### src/rtl/mealy_seq_pkg.sv
`default_nettype none
// ============================================================================
// mealy_seq_pkg : state/controller encodings and the 5-state transition table
// Revision 1.0
// ============================================================================
package mealy_seq_pkg;

  typedef enum logic [2:0] {
    S0 = 3'd0,
    S1 = 3'd1,
    S2 = 3'd2,
    S3 = 3'd3,
    S4 = 3'd4
  } state_t;

  typedef enum logic [1:0] {
    IDLE  = 2'd0,
    SHIFT = 2'd1,
    DONE  = 2'd2
  } ctrl_t;

  function automatic state_t next_state(input state_t s, input logic x);
    state_t n;
    case (s)
      S0:      n = x ? S4 : S3;
      S1:      n = x ? S4 : S1;
      S2:      n = x ? S0 : S2;
      S3:      n = x ? S1 : S2;
      S4:      n = x ? S3 : S2;
      default: n = S0;
    endcase
    return n;
  endfunction

endpackage
`default_nettype wire

### src/rtl/mealy_seq_core.sv
`default_nettype none
// ============================================================================
// mealy_seq_core : enable-gated 5-state Mealy machine, y = 0 in S4 else x
// Revision 1.0
// ============================================================================
module mealy_seq_core
  import mealy_seq_pkg::*;
(
  input  logic   clk,
  input  logic   rstn,
  input  logic   en,
  input  logic   clr,
  input  logic   x,
  output logic   y,
  output state_t state
);

  state_t r_state;
  state_t w_next;

  // clr wins over en so a restart always lands in S0 regardless of en
  always_comb begin
    w_next = r_state;
    if (clr) begin
      w_next = S0;
    end else if (en) begin
      w_next = next_state(r_state, x);
    end
  end

  always_ff @(posedge clk or negedge rstn) begin
    if (!rstn) begin
      r_state <= S0;
    end else begin
      r_state <= w_next;
    end
  end

  assign y     = (r_state == S4) ? 1'b0 : x;
  assign state = r_state;

endmodule
`default_nettype wire

### src/rtl/mealy_word_sequencer.sv
`default_nettype none
// ============================================================================
// mealy_word_sequencer : streams a word LSB-first through the Mealy core and
//                        returns the gathered y bits as one word
// Revision 1.0
// ============================================================================
module mealy_word_sequencer
  import mealy_seq_pkg::*;
#(
  parameter int WIDTH = 8
) (
  input  logic             clk,
  input  logic             rstn,
  input  logic             in_valid,
  output logic             in_ready,
  input  logic [WIDTH-1:0] in_data,
  input  logic             in_restart,
  output logic             out_valid,
  input  logic             out_ready,
  output logic [WIDTH-1:0] out_data,
  output logic [2:0]       core_state,
  output logic             busy
);

  localparam int CNT_W = $clog2(WIDTH);
  localparam logic [CNT_W-1:0] c_LAST = CNT_W'(WIDTH - 1);

  ctrl_t            r_ctrl;
  ctrl_t            w_ctrl_nxt;
  logic [WIDTH-1:0] r_shreg;
  logic [WIDTH-1:0] r_result;
  logic [CNT_W-1:0] r_cnt;

  logic   w_accept;
  logic   w_en;
  logic   w_clr;
  logic   w_y;
  state_t w_core_state;

  mealy_seq_core u_core (
    .clk   (clk),
    .rstn  (rstn),
    .en    (w_en),
    .clr   (w_clr),
    .x     (r_shreg[0]),
    .y     (w_y),
    .state (w_core_state)
  );

  always_comb begin
    w_ctrl_nxt = r_ctrl;
    w_accept   = 1'b0;
    w_en       = 1'b0;
    w_clr      = 1'b0;
    case (r_ctrl)
      IDLE: begin
        if (in_valid) begin
          w_accept   = 1'b1;
          w_clr      = in_restart;
          w_ctrl_nxt = SHIFT;
        end
      end
      SHIFT: begin
        w_en = 1'b1;
        if (r_cnt == c_LAST) begin
          w_ctrl_nxt = DONE;
        end
      end
      DONE: begin
        if (out_ready) begin
          w_ctrl_nxt = IDLE;
        end
      end
      default: w_ctrl_nxt = IDLE;
    endcase
  end

  always_ff @(posedge clk or negedge rstn) begin
    if (!rstn) begin
      r_ctrl <= IDLE;
    end else begin
      r_ctrl <= w_ctrl_nxt;
    end
  end

  // Result bit i captures y while bit i of the accepted word drives x
  always_ff @(posedge clk or negedge rstn) begin
    if (!rstn) begin
      r_shreg  <= '0;
      r_result <= '0;
      r_cnt    <= '0;
    end else if (w_accept) begin
      r_shreg <= in_data;
      r_cnt   <= '0;
    end else if (w_en) begin
      r_result[r_cnt] <= w_y;
      r_shreg         <= r_shreg >> 1;
      r_cnt           <= r_cnt + 1'b1;
    end
  end

  assign in_ready   = (r_ctrl == IDLE);
  assign out_valid  = (r_ctrl == DONE);
  assign busy       = (r_ctrl == SHIFT) || (r_ctrl == DONE);
  assign out_data   = r_result;
  assign core_state = w_core_state;

endmodule
`default_nettype wire

### config.mk
export PLATFORM = sky130hd
export DESIGN_NAME = mealy_word_sequencer
export DESIGN_NICKNAME = d
export VERILOG_FILES = /design/src/rtl/mealy_seq_pkg.sv /design/src/rtl/mealy_seq_core.sv /design/src/rtl/mealy_word_sequencer.sv
export SDC_FILE = /design/constraint.sdc
export NUM_CORES = 1
export LEC_CHECK = 0
export ABC_AREA = 1
export BUFFER_PORTS_ARGS = -buffer_cell sky130_fd_sc_hd__buf_2
export CAP_MARGIN = 20
export CORE_UTILIZATION = 40
export DETAILED_ROUTE_END_ITERATION = 10
export GPL_TIMING_DRIVEN = 0
export PLACE_DENSITY = 0.6
export SLEW_MARGIN = 30
export SYNTH_ARGS = -nofsm -noshare
export SYNTH_HDL_FRONTEND = slang
export SYNTH_SLANG_ARGS = --single-unit
### constraint.sdc
create_clock -name clk -period 1.9 [get_ports clk]
set_input_delay 0.38 -clock clk [delete_from_list [all_inputs] [get_ports clk]]
set_output_delay 0.38 -clock clk [all_outputs]
set_load 0.01 [all_outputs]
---- Yosys cells after proc, flatten, opt, wreduce, memory -nomap -nowiden ----
Cells that the tools add are included.
storage, ports and cells
  register bits ........................... 24
  word-level logic and storage cells ...... 52
operators by class
  add/subtract/negate cells ............... 1
  $lt $le $gt $ge ......................... 2
  equality and inequality tests ........... 10
  mux-type cells .......................... 25
  bitwise logic cells ..................... 1
  reduce and logical (&&, ||, !) cells .... 8
operators by type and width
  kind                 count
  $mux 3               6
  $mux 8               2
  $pmux 3 s5           1
  $mux 2               5
  $bwmux 8             1
  $mux 1               8
  $eq 3x2->1 const B   2
  $eq 3x3->1 const B   2
  $pmux 2 s3           1
  $lt 3x4->1 const B   1
  $ne 2x2->1 const B   2
  $reduce_bool 2->1    2
  $add 3x1->3 const B  1
  $demux 1 s3          1
  $eq 3x1->1 const B   1
  $ge 3x1->1 const B   1
  $logic_not 3->1      1
  $reduce_and 3->1     1
  $eq 2x1->1 const B   1
  $eq 2x2->1 const B   1
  $logic_not 2->1      1
  $ne 2x1->1 const B   1
  $reduce_and 2->1     1
  $logic_and 1x1->1    1
  other kinds (2)      2

---- Depth between registers and ports, before layout ----
Gate-level depths: netlist of the first run.
  depth after elaboration ................. 5
  depth in mapped cells ................... 8
  depth with buffers taken out ............ 7

---- Hierarchy ----
Synthesis of the first run repeated with hierarchy kept, for this count alone.
second synthesis, totals
  cell total of the unflattened synthesis .. 152
  area, all modules ....................... 1188.6 um2
by module, submodules not included
  module                instances  cells an instance  area an instance (um2)  sequential area each (um2)
  mealy_word_sequencer  1          122                1007.2                  525.5
  mealy_seq_core        1          30                 181.4                   75.1

---- Least setup slack after synthesis of the first run ----
No wires, ideal clock.
  path kind ............................... reg2reg
  start point ............................. register r_ctrl[0]
  end point ............................... register r_shreg[0]
  setup time .............................. 0.125 ns
  data arrival time ....................... 1.142 ns
  data required time ...................... 1.775 ns
  setup slack ............................. 0.633 ns
  stages on the path, launching flop included .. 7
  buffers on the path ..................... 1
  path through ............................ dfrtp_1 > inv_1 > ha_1 > nand2_2 > buf_4 > nand3_1 > nand3_1
between the ends
  longest elaborated chain between the ends .. 3
  elaborated cells on any way between the ends .. 6
  classes of those cells .................. 1 x eq/ne; 3 x mux; 2 x reduce/logical
RTL lines
  element                                      RTL line                    text
  start, declared                              mealy_word_sequencer.sv:28  ctrl_t r_ctrl;
  start signal, assigned                       mealy_word_sequencer.sv:82  r_ctrl <= w_ctrl_nxt;
  $logic_not 2->1 (*)                          -
  named net in_ready                           mealy_word_sequencer.sv:15  output logic in_ready,
  $mux 1 (*)                                   mealy_word_sequencer.sv:55  case (r_ctrl)
  $mux 8 or $reduce_bool 2->1 (tied branches)  -
  end signal, assigned                         mealy_word_sequencer.sv:93  r_shreg <= in_data;
  end signal, assigned                         mealy_word_sequencer.sv:97  r_shreg <= r_shreg >> 1;
  end, declared                                mealy_word_sequencer.sv:30  logic [WIDTH-1:0] r_shreg;
Mark *: on every way through the listed nets, which the timed path passes. The rest lies on a longest branch.
A chain may end at the register's enable or synchronous reset.

---- Final worst setup path of the first run ----
  start point ............................. register r_ctrl[1]
  end point ............................... output port in_ready
between the ends
  longest elaborated chain between the ends .. 1
RTL lines
  element          RTL line                     text
  $logic_not 2->1  mealy_word_sequencer.sv:102  assign in_ready = (r_ctrl == IDLE);
  end, declared    mealy_word_sequencer.sv:15
No other way between the ends.

==> summary.md, run 1 <==
| Metric | Value |
|---|---|
| Run status | `finished, violations left` |
| Failing checks | `DRC` |
| Final period utilization | `about 86%` |
| Synth Warn # | `0` |
| Net count after synthesis | `about 170` |
| DP HPWL | `1650 um` |
| Residual DRC | `2` |
| Post-CTS Resized | `0` |
| Worst skew pair latency | `0.32 ns` |
| ANT nets after route | `0` |
| Slew margin rel. | `approximately 64%` |
| Antenna violations before repair | `0` |
| Number of global-route vias before repair | `between 900 and 1000` |
| Die X | `between 50 and 60 um` |
| Post-synthesis mux area share | `0%` |
| Share of cells above drive strength 1 | `22.9%` |
| Top Family by Delay on Critical Path | `flip-flops` |
| Slowest CP cell | `dfrtp_1` |
| Critical-path cell list | `inv_1 > ha_1 > buf_2` |
| First drt pass iteration count | `7` |
| # IOs | `27` |
| Design Power | `around 2.3 mW` |
| Routability cong. | `around 0.8` |
| Final Critical Period | `about 1.6 ns` |
| Max cap viols | `0` |
| Vias per std cell | `roughly 4.9` |
| Largest net degree at the start of global routing | `25` |
| Sum of negative setup slack | `0 ns` |
| Final Hold Slack | `around 0.023 ns` |
| HP Class | `input port to async pin` |
| Vias post-DR | `1036` |
| Tightest Pin Transition | `around 0.54 ns` |
| Peak supply drop | `620 uV` |
| Largest family of logic cells by synthesized area | `simple AND/OR/NAND/NOR gates` |
| Gr ovfl total | `0` |
| Final hold violation count | `0` |
| Gr usage total | `15.6%` |
| Compound-cell area share of the yosys netlist | `12.4%` |
| Area share of fa/ha/maj cells after synthesis | `under 10%` |
| Slew Viols, Final | `0` |
| Root Driver | `clkbuf_4` |
| Yosys reg bits | `24` |
| WP buf/inv | `2` |
| Register area share after synthesis | `49.4%` |
| Count of final setup violators | `0` |
| Clk buf depth | `2` |
| Drt total wl | `approximately 2300 um` |
| Antenna fix cells | `0` |
| Max incr delay on CP | `0.42 ns` |
| Startpoint types | `flip-flop` |
| Avg Inst Size Synth | `just over 8 um2` |
| PwrDens | `roughly 1600 nW/um2` |
| Crit-path max FO | `5` |
| Clock skew | `~0.013 ns` |
| Synth area leaders | `dfrtp_1 49%, nand2_1 14%, ha_1 6.2%` |
| Synth Instances | `about 150` |
| Global-route wire length before repair | `about 4000 um` |
| Static Leakage | `0.755 nW` |
| Fmax | `615 MHz` |
| Placed inst area | `around 1400 um2` |
| CTS clk-pin slew, worst paths | `0.14 ns` |
| Synth Area in Simple Gates | `between 20% and 30%` |
| # Post-CTS Setup Buffers | `0` |
| Yosys cell types | `16` |
| # clock sinks | `24` |
| Die height | `between 50 and 60 um` |
| Leading area contributor after synthesis | `dfrtp_1` |
| Mapped cell area | `1220 um2` |
| # hold bufs at CTS | `0` |
| WP data required | `~1.5 ns` |
| Total CTS buffers | `3` |
| Die area | `3260 um2` |
| CP Capture Type | `output port` |
| Area delta synth->final | `16.9%` |
| Total area of sequential cells | `around 600 um2` |
| Post-route cell area | `1420 um2` |
| Routed WL per cell | `10.8 um` |
| Max H-tree Level | `1` |
| Synth Area in XOR/XNOR | `less than 1%` |
| Row count | `19` |
| Synth top area share | `between 40% and 50%` |
| RSZ-0062 raised after global routing | `no` |
| Core area | `~2800 um2` |
| Fillcell total | `approximately 280` |
| Starting density of the core | `43.0%` |
| Crit path DAT | `~1.3 ns` |
| CTS tree | `built` |
| Crit Path Class | `flip-flop to output port` |
| Area of the multi-input gates | `522 um2` |
| Layout Nets | `between 150 and 200` |
| PortBufs | `26` |
| DRT iter0 DRCs | `37` |
-- sequential cells by signal, indices dropped and copies added, names as in the netlist --
| signal | count |
|---|---|
| out_data | 8 |
| r_cnt | 3 |
| r_ctrl | 2 |
| r_shreg | 8 |
| u_core.state | 3 |
-- routing by layer --
metal,share of wire [%],GRT usage [%],up-vias,routed length [um]
met4,0.53,5.92,0,12
met5,0,0,-,0
li1,-,-,540,-
met3,3.4,2.04,2,78
met2,45,26.6,20,1030
met1,51,20.4,474,1140
-- synth_stat cells --
| library cell | count |
|---|---|
| xnor2_1 | 1 |
| nor2_2 | 1 |
| nand2_2 | 2 |
| nand2_1 | 44 |
| nand3_1 | 13 |
| inv_1 | 13 |
| buf_4 | 3 |
| a21oi_1 | 12 |
| nor2_1 | 10 |
| o21ai_4 | 1 |
| ha_1 | 6 |
| o21ai_0 | 5 |
| o21ai_1 | 10 |
| dfrtp_1 | 24 |
| inv_2 | 3 |
| buf_6 | 1 |
-- placed cells by master (no fill, tap or decap) --
cell type / netlist / final
inv_2: 3 / 3
nor2_1: 10 / 10
ha_1: 6 / 6
o21ai_1: 10 / 10
buf_2: 0 / 26
o21ai_0: 5 / 5
clkbuf_4: 0 / 3
buf_4: 3 / 3
nor2_2: 1 / 1
a21oi_1: 12 / 12
nand2_1: 44 / 44
o21ai_4: 1 / 1
dfrtp_1: 24 / 24
clkbuf_8: 0 / 1
buf_6: 1 / 1
nand3_1: 13 / 13
xnor2_1: 1 / 1
nand2_2: 2 / 2
inv_1: 13 / 13
-- cell type report --
class	instances	area share [%]
repair buffers	26	9.15
inverters	16	4.23
clock buffers	4	2.55
flip-flops and latches	24	42.3
plain buffers	4	2.38
well taps	31	2.73
multi-input cells	105	36.7
-- through the flow --
step,util [%],cells,setup WS (ns)
after global routing,50.2,210,0.182
after CTS,50.2,210,0.254
after floorplan,-,149,0.633
after detailed placement,49.0,206,0.576
final,50.2,210,0.273
after global placement,49.0,206,0.596
-- worst paths after layout --
| path | depth (start not counted) | endpoint | from | slack [ns] |
|---|---|---|---|---|
| worst min register to register | 2 | out_data[6] | out_data[6] | 0.50 |
| max in group asynchronous | 1 | r_shreg[3] | rstn | 1.51 |
| worst min-delay path | 1 | out_data[3] | rstn | 0.02 |
| worst max-delay path | 3 | in_ready | r_ctrl[1] | 0.27 |
| min in group clk | 3 | r_shreg[7] | in_data[7] | 0.25 |
| worst max register to register | 7 | out_data[0] | r_ctrl[1] | 0.54 |
-- cells by family (layout without fill, tap and decap cells) --
family / after synthesis / count (layout)
adders and majority gates: 6 / 6
and+or+nand+nor: 70 / 70
DFF: 24 / 24
AOI/OAI and AO/OA: 28 / 28
xor gates and xnor gates: 1 / 1
buffers and inverters: 20 / 50
-- report_power, final --
| part | total (mW) | leakage [nW] | switching (mW) | internal, mW |
|---|---|---|---|---|
| Combinational | 1.12 | 0.429 | 0.667 | 0.456 |
| Clock | 0.272 | 0.0210 | 0.155 | 0.117 |
| Sequential | 0.911 | 0.305 | 0.171 | 0.740 |
| Total | 2.31 | 0.755 | 0.993 | 1.31 |
Note: power is estimated with default switching activity, not from simulation.
==> run 2: changes to the inputs <==
REMOVE_ABC_BUFFERS = 1   (was not set)
==> run 2 against run 1 <==
The flow still finishes with violations (DRC). Critical endpoint is now r_shreg[6]. Die area stayed put. Count of clock-buffer cells in the layout is 1 lower. Sequential power hardly changed. Critical path depth is 2 higher. Global-route usage is 0.73 points lower. Sequential share of layout area is 1.5 points higher. Hold slack better by 0.0084 ns. Clock power is 19% lower. Largest power group unchanged. Critical path type is now flip-flop to flip-flop.
==> summary.md, run 2 (synthesized netlist as in run 1, its figures left out) <==
| Metric | Value |
|---|---|
| Sequential fraction of design power | `41.7% (was 39.5%)` |
| # hold bufs at CTS | `0 (unchanged)` |
| Final hold violation count | `0 (unchanged)` |
| Routed WL per cell | `10.4 um (was 10.8 um)` |
| Met3 wire length | `84 um (was 78 um)` |
| Final Critical Period | `1.67 ns (was 1.63 ns)` |
| Commonest cells after routing, fill and taps aside | `44 x nand2_1, 26 x buf_2, 24 x dfrtp_1, 13 x inv_1, 13 x nand3_1 (unchanged)` |
| Row count | `19 (unchanged)` |
| Tightest Pin Transition | `0.583 ns (was 0.541 ns)` |
| Routability cong. | `0.838 (was 0.780)` |
| Number of global-route vias before repair | `880 (was 986)` |
| Reg2reg path depth | `5 (was 7)` |
| Sw Ratio | `44.3% (was 43.1%)` |
| Startpoint types | `flip-flop (unchanged)` |
| Routed length on met2 | `976 um (was 1030 um)` |
| PortBufs | `26 (unchanged)` |
| Area delta synth->final | `13.0% (was 16.9%)` |
| DRT iter0 DRCs | `48 (was 37)` |
| Gr ovfl total | `0 (unchanged)` |
| Clock Power Share | `10.0% (was 11.8%)` |
| # Post-CTS Setup Buffers | `0 (unchanged)` |
| First drt pass iteration count | `8 (was 7)` |
| Total CTS buffers | `3 (unchanged)` |
| Core area | `2830 um2 (unchanged)` |
| Max H-tree Level | `1 (unchanged)` |
| Combinational Power Share | `48.2% (was 48.7%)` |
| CTS clk-pin slew, worst paths | `0.13 ns (was 0.14 ns)` |
| Run status | `finished, violations left (unchanged)` |
| CTS tree | `built (unchanged)` |
| Metal-1 WL | `1060 um (was 1140 um)` |
| Sum of negative setup slack | `0 ns (unchanged)` |
| WP data required | `2.10 ns (was 1.52 ns)` |
| Root Driver | `clkbuf_4 (unchanged)` |
| Largest net degree at the start of global routing | `25 (unchanged)` |
| Crit Path Class | `flip-flop to flip-flop (was flip-flop to output port)` |
| Failing checks | `DRC (unchanged)` |
| Clock skew | `0.00377 ns (was 0.0126 ns)` |
| Worst reg-to-reg setup slack | `0.23 ns (was 0.54 ns)` |
| Final period utilization | `87.8% (was 85.6%)` |
| ANT nets after route | `0 (unchanged)` |
| Slew margin rel. | `61.1% (was 63.9%)` |
| # IOs | `27 (unchanged)` |
| Antenna fix cells | `0 (unchanged)` |
| # clock sinks | `24 (unchanged)` |
| Final Hold Slack | `0.0316 ns (was 0.0232 ns)` |
| Layout Nets | `195 (was 199)` |
| Peak supply drop | `664 uV (was 620 uV)` |
| Slew Viols, Final | `0 (unchanged)` |
| DR top layer | `met4 (unchanged)` |
| Vias per std cell | `4.87 (was 4.93)` |
| Fmax | `599 MHz (was 615 MHz)` |
| Residual DRC | `4 (was 2)` |
| Static Leakage | `0.727 nW (was 0.755 nW)` |
| Worst skew pair latency | `0.31 ns (was 0.32 ns)` |
| HP Class | `input port to async pin (unchanged)` |
| RSZ-0062 raised after global routing | `no (unchanged)` |
| Post-CTS Resized | `0 (unchanged)` |
| Most common cell after layout, fill and taps aside | `nand2_1 (unchanged)` |
| Crit-path max FO | `16 (was 5)` |
| Reg2reg end | `r_shreg[6] (was out_data[0])` |
| Critical R2R Launch | `r_ctrl[1] (unchanged)` |
| PwrDens | `1590 nW/um2 (was 1620 nW/um2)` |
| Drt total wl | `2140 um (was 2260 um)` |
| Gr usage total | `14.9% (was 15.6%)` |
| CP Capture Type | `flip-flop (was output port)` |
| Internal power | `1.22 mW (was 1.31 mW)` |
| Die X | `57.1 um (unchanged)` |
| DP HPWL | `1560 um (was 1650 um)` |
| Global-route wire length before repair | `3780 um (was 4010 um)` |
| Vias post-DR | `998 (was 1036)` |
| Share of cells above drive strength 1 | `20.7% (was 22.9%)` |
| Count of final setup violators | `0 (unchanged)` |
| Psw | `0.967 mW (was 0.993 mW)` |
| Max cap viols | `0 (unchanged)` |
| Crit path DAT | `1.87 ns (was 1.25 ns)` |
| Die area | `3260 um2 (unchanged)` |
| Die height | `57.1 um (unchanged)` |
| Clk buf depth | `2 (unchanged)` |
| Antenna violations before repair | `0 (unchanged)` |
| Starting density of the core | `43.0% (unchanged)` |
[run 2: cell count changes in the layout (fill, tap and decap cells not counted), sizes merged]
cell    previous run  this run
buf               30        26
clkbuf             4         3
[run 2: how the worst max path moves through the flow]
stage                    from  slack [ns]         end  cells after the start
global placement    r_ctrl[1]        0.26  r_shreg[1]                      5
detailed placement  r_ctrl[1]        0.23  r_shreg[6]                      5
floorplan           r_ctrl[1]        0.54  r_shreg[1]                      5
finish              r_ctrl[1]        0.23  r_shreg[6]                      5
global route        r_ctrl[1]        0.08  r_shreg[6]                      5
CTS                 r_ctrl[1]        0.20  r_shreg[6]                      5
[run 2: critical path, cell delays in order, from the launching register on]
cell and delay [ns]:
dfrtp_1 0.42, inv_1 0.11, ha_1 0.54, inv_2 0.22
a21oi_1 0.19, a21oi_1 0.08
[run 2: metrics by stage]
step | setup slack [ns] | cell area [um2] | instances | total power [mW] | utilization [%]
4_1_cts | 0.199 | 1370 | 205 | 2.21 | 48.6
3_3_place_gp | 0.257 | 1350 | 202 | 1.96 | 47.8
2_1_floorplan | 0.537 | 1180 | 145 | 1.68 | -
5_1_grt | 0.0768 | 1370 | 205 | 2.43 | 48.6
6_report | 0.231 | 1370 | 205 | 2.18 | 48.6
3_5_place_dp | 0.231 | 1350 | 202 | 1.99 | 47.8
[run 2: routing by layer]
metal  global-route usage, %  up-vias
li1                        -      531
met1                    21.0      439
met2                    22.5       24
met3                    2.72        4
met4                    6.27        0
met5                       0        -
[run 2: layout make-up]
| cell class | count | area, um2 |
|---|---|---|
| Fill cell | 287 | 1460 |
| Sequential cell | 24 | 601 |
| Multi-Input combinational cell | 105 | 522 |
| Timing Repair Buffer | 26 | 130 |
| Inverter | 16 | 60.1 |
| Tap cell | 31 | 38.8 |
| Clock buffer | 3 | 22.5 |
[run 2: power by group through the flow]
stage | clock network, mW | logic [mW] | registers [mW]
floorplan | 0 | 0.737 | 0.942
global placement | 0 | 1.05 | 0.916
detailed placement | 0 | 1.07 | 0.922
CTS | 0.233 | 1.07 | 0.911
global route | 0.256 | 1.23 | 0.940
finish | 0.219 | 1.05 | 0.911
==> run 3: changes to the inputs <==
SLEW_MARGIN = 20   (was 30)
SYNTH_HIERARCHICAL = 1   (was not set)
==> run 3 against run 2 <==
The flow now finishes without violations. Sequential share of layout area decreased by 0.67 points. Clock power increased by 69%. Final cell count increased by 2.4%. Critical path type unchanged. Largest cell class unchanged. Combinational power decreased by 16%. Sequential cell count unchanged. Utilization increased by 1.6 points.
==> summary.md, run 3 <==
| Metric | Value |
|---|---|
| Slowest CP cell | `dfrtp_1 (was ha_1)` |
| Area delta synth->final | `17.4% (was 13.0%)` |
| Final hold violation count | `0 (unchanged)` |
| First drt pass iteration count | `4 (was 8)` |
| Slew Viols, Final | `0 (unchanged)` |
| Routed WL per cell | `10.8 um (was 10.4 um)` |
| Crit path DAT | `1.88 ns (was 1.87 ns)` |
| # Post-CTS Setup Buffers | `0 (unchanged)` |
| Critical-path cell list | `inv_1 > ha_1 > nand2_2 > nor2_1 > inv_1 > nand2_1 > nor2_1 > o21ai_0 > nand2_1 (was inv_1 > ha_1 > inv_2 > a21oi_1 > a21oi_1)` |
| Final Critical Period | `1.64 ns (was 1.67 ns)` |
| Worst skew pair latency | `0.33 ns (was 0.31 ns)` |
| Vias per std cell | `4.92 (was 4.87)` |
| Slew margin rel. | `65.0% (was 61.1%)` |
| Static Leakage | `0.758 nW (was 0.727 nW)` |
| PwrDens | `1510 nW/um2 (was 1590 nW/um2)` |
| Total CTS buffers | `3 (unchanged)` |
| Reg2reg end | `u_core/state[1] (was r_shreg[6])` |
| DRT iter0 DRCs | `35 (was 48)` |
| Sum of negative setup slack | `0 ns (unchanged)` |
| Residual DRC | `0 (was 4)` |
| Count of final setup violators | `0 (unchanged)` |
| WP buf/inv | `2 (unchanged)` |
| Drt total wl | `2280 um (was 2140 um)` |
| Largest net degree at the start of global routing | `25 (unchanged)` |
| CP Capture Type | `flip-flop (unchanged)` |
| Antenna fix cells | `0 (unchanged)` |
| RSZ-0062 raised after global routing | `no (unchanged)` |
| Count leader, synth | `nand2_1 (unchanged)` |
| Synth Warn # | `6 (was 0)` |
| Crit Path Class | `flip-flop to flip-flop (unchanged)` |
| Most common cell after layout, fill and taps aside | `nand2_1 (unchanged)` |
| Gr ovfl total | `0 (unchanged)` |
| Number of global-route vias before repair | `918 (was 880)` |
| Most frequent cells after synthesis | `54 x nand2_1, 24 x dfrtp_1, 18 x nor2_1 (was 44 x nand2_1, 24 x dfrtp_1, 13 x inv_1, 13 x nand3_1, 12 x a21oi_1)` |
| Share of cells above drive strength 1 | `19.6% (was 20.7%)` |
| Starting density of the core | `42.7% (was 43.0%)` |
| Clock skew | `0.0176 ns (was 0.00377 ns)` |
| Leading area contributor after synthesis | `dfrtp_1 (unchanged)` |
| Peak supply drop | `899 uV (was 664 uV)` |
| Global-route wire length before repair | `3860 um (was 3780 um)` |
| FFs w/ async S/R, synth | `100% (unchanged)` |
| Row count | `19 (unchanged)` |
| Root Driver | `clkbuf_4 (unchanged)` |
| # hold bufs at CTS | `0 (unchanged)` |
| Yosys reg bits | `24 (unchanged)` |
| Die height | `56.5 um (was 57.1 um)` |
| Reg2reg path depth | `9 (was 5)` |
| Internal power | `1.25 mW (was 1.22 mW)` |
| Die area | `3190 um2 (was 3260 um2)` |
| Psw | `0.854 mW (was 0.967 mW)` |
| HP Class | `input port to async pin (unchanged)` |
| Avg Inst Size Synth | `7.82 um2 (was 8.16 um2)` |
| Routed length on met2 | `1040 um (was 976 um)` |
| Mapped cell area | `1190 um2 (was 1220 um2)` |
| Max incr delay on CP | `0.43 ns (was 0.54 ns)` |
| Synth area leaders | `dfrtp_1 51%, nand2_1 17%, nor2_1 5.7% (was dfrtp_1 49%, nand2_1 14%, ha_1 6.2%)` |
| Met3 wire length | `89 um (was 84 um)` |
| Main synth FF type | `dfrtp_1 (unchanged)` |
| Fillcell total | `275 (was 287)` |
| Startpoint types | `flip-flop (unchanged)` |
| PortBufs | `26 (unchanged)` |
| Antenna violations before repair | `0 (unchanged)` |
| WP data required | `2.13 ns (was 2.10 ns)` |
| # clock sinks | `24 (unchanged)` |
| Vias post-DR | `1034 (was 998)` |
| Metal-1 WL | `1100 um (was 1060 um)` |
| Number of synthesized flops with an enable pin | `0 (unchanged)` |
| Design Power | `2.10 mW (was 2.18 mW)` |
| Max H-tree Level | `1 (unchanged)` |
| ANT nets after route | `0 (unchanged)` |
| Die X | `56.5 um (was 57.1 um)` |
| DR top layer | `met4 (unchanged)` |
| Core area | `2780 um2 (was 2830 um2)` |
| Sw Ratio | `40.6% (was 44.3%)` |
| Final period utilization | `86.6% (was 87.8%)` |
| Worst reg-to-reg setup slack | `0.26 ns (was 0.23 ns)` |
| CTS clk-pin slew, worst paths | `0.14 ns (was 0.13 ns)` |
| Gr usage total | `15.3% (was 14.9%)` |
| Yosys cell types | `16 (unchanged)` |
| Combinational Power Share | `41.7% (was 48.2%)` |
| CTS tree | `built (unchanged)` |
| Clock Power Share | `17.6% (was 10.0%)` |
| Run status | `complete, no violations (was finished, violations left)` |
| Clk buf depth | `2 (unchanged)` |
| Fmax | `608 MHz (was 599 MHz)` |
| # IOs | `27 (unchanged)` |
| Max cap viols | `0 (unchanged)` |
| Synth top area share | `50.5% (was 49.4%)` |
| Critical R2R Launch | `r_ctrl[1] (unchanged)` |
| Layout Nets | `198 (was 195)` |
| Sequential fraction of design power | `40.7% (was 41.7%)` |
| Tightest Pin Transition | `0.524 ns (was 0.583 ns)` |
| DP HPWL | `1660 um (was 1560 um)` |
| Crit-path max FO | `20 (was 16)` |
| Register area share after synthesis | `50.5% (was 49.4%)` |
| Synth Instances | `152 (was 149)` |
| Commonest cells after routing, fill and taps aside | `53 x nand2_1, 26 x buf_2, 24 x dfrtp_1, 18 x nor2_1, 15 x inv_1 (was 44 x nand2_1, 26 x buf_2, 24 x dfrtp_1, 13 x inv_1, 13 x nand3_1)` |
| Routability cong. | `0.779 (was 0.838)` |
| Top Family by Delay on Critical Path | `simple AND/OR/NAND/NOR gates (was adder cells)` |
[run 3: cell count changes in the layout (fill, tap and decap cells not counted), sizes merged, moves of 2 or more]
| cell | change |
|---|---|
| nand3 | -5 |
| nand4 | +2 |
| a21oi | -11 |
| nor2 | +8 |
| a31oi | +6 |
| o21ai | -4 |
| nand2 | +8 |
[run 3: worst max-delay path by stage]
stage / from / end / slack (ns) / cells past startpoint
after global routing: r_ctrl[1] / u_core/state[1] / 0.08 / 9
final: r_ctrl[1] / u_core/state[1] / 0.26 / 9
after CTS: r_ctrl[1] / u_core/state[1] / 0.06 / 9
after global placement: r_ctrl[0] / u_core/state[1] / 0.14 / 9
after floorplan: r_ctrl[0] / u_core/state[1] / 0.29 / 9
after detailed placement: r_ctrl[1] / u_core/state[1] / 0.07 / 9
[run 3: cell type report]
type	instances	area, um2	area share [%]
well taps	31	38.8	2.78
flip-flops and latches	24	601	43.0
clock buffers	3	22.5	1.61
multi-input cells	108	509	36.5
repair buffers	26	130	9.33
clock inverters	1	30.0	2.15
inverters	17	63.8	4.57
[run 3: worst register-to-register path, delay by kind of cell (launching register included)]
kind | cells | cell delay (ns)
simple gates | 5 | 0.67
flops | 1 | 0.43
fa+ha+maj | 1 | 0.23
buf+inv | 2 | 0.14
compound gates | 1 | 0.07
[run 3: timing repair]
item | CTS | global route
hold endpoints to repair | 0 | 0
resized for setup | 0 | 2
endpoints found under the setup margin | 0 | 5
[run 3: per-layer routing]
| metal | up-vias | GRT usage (%) |
|---|---|---|
| li1 | 536 | - |
| met1 | 470 | 19.9 |
| met5 | - | 0 |
| met4 | 0 | 6.97 |
| met2 | 23 | 25.2 |
| met3 | 5 | 2.07 |
[run 3: cell families after synthesis]
| kind of cell | after synthesis | share of synthesized area, % |
|---|---|---|
| DFF | 24 | 50.5 |
| buffers and inverters | 20 | 7.05 |
| AOI/OAI and AO/OA | 19 | 8.63 |
| adders and majority gates | 5 | 5.26 |
| and+or+nand+nor | 84 | 28.5 |
[run 3: through the flow]
| step | instances | hold WS (ns) | util, % | instance area, um2 | setup WS, ns |
|---|---|---|---|---|---|
| after CTS | 210 | 0.0308 | 50.0 | 1390 | 0.0589 |
| after global placement | 206 | 0.391 | 48.1 | 1340 | 0.138 |
| after detailed placement | 206 | 0.402 | 48.1 | 1340 | 0.0735 |
| after floorplan | 149 | 0.0844 | - | 1170 | 0.290 |
| final | 210 | 0.00576 | 50.2 | 1400 | 0.255 |
| after global routing | 210 | 0.0507 | 50.2 | 1400 | 0.0759 |
[run 3: power groups by stage]
stage | clock network [mW] | logic [mW] | registers, mW
after floorplan | 0 | 0.590 | 0.886
after global placement | 0 | 0.855 | 0.862
after detailed placement | 0 | 0.875 | 0.870
after CTS | 0.381 | 0.880 | 0.858
after global routing | 0.393 | 1.01 | 0.881
final | 0.371 | 0.878 | 0.855
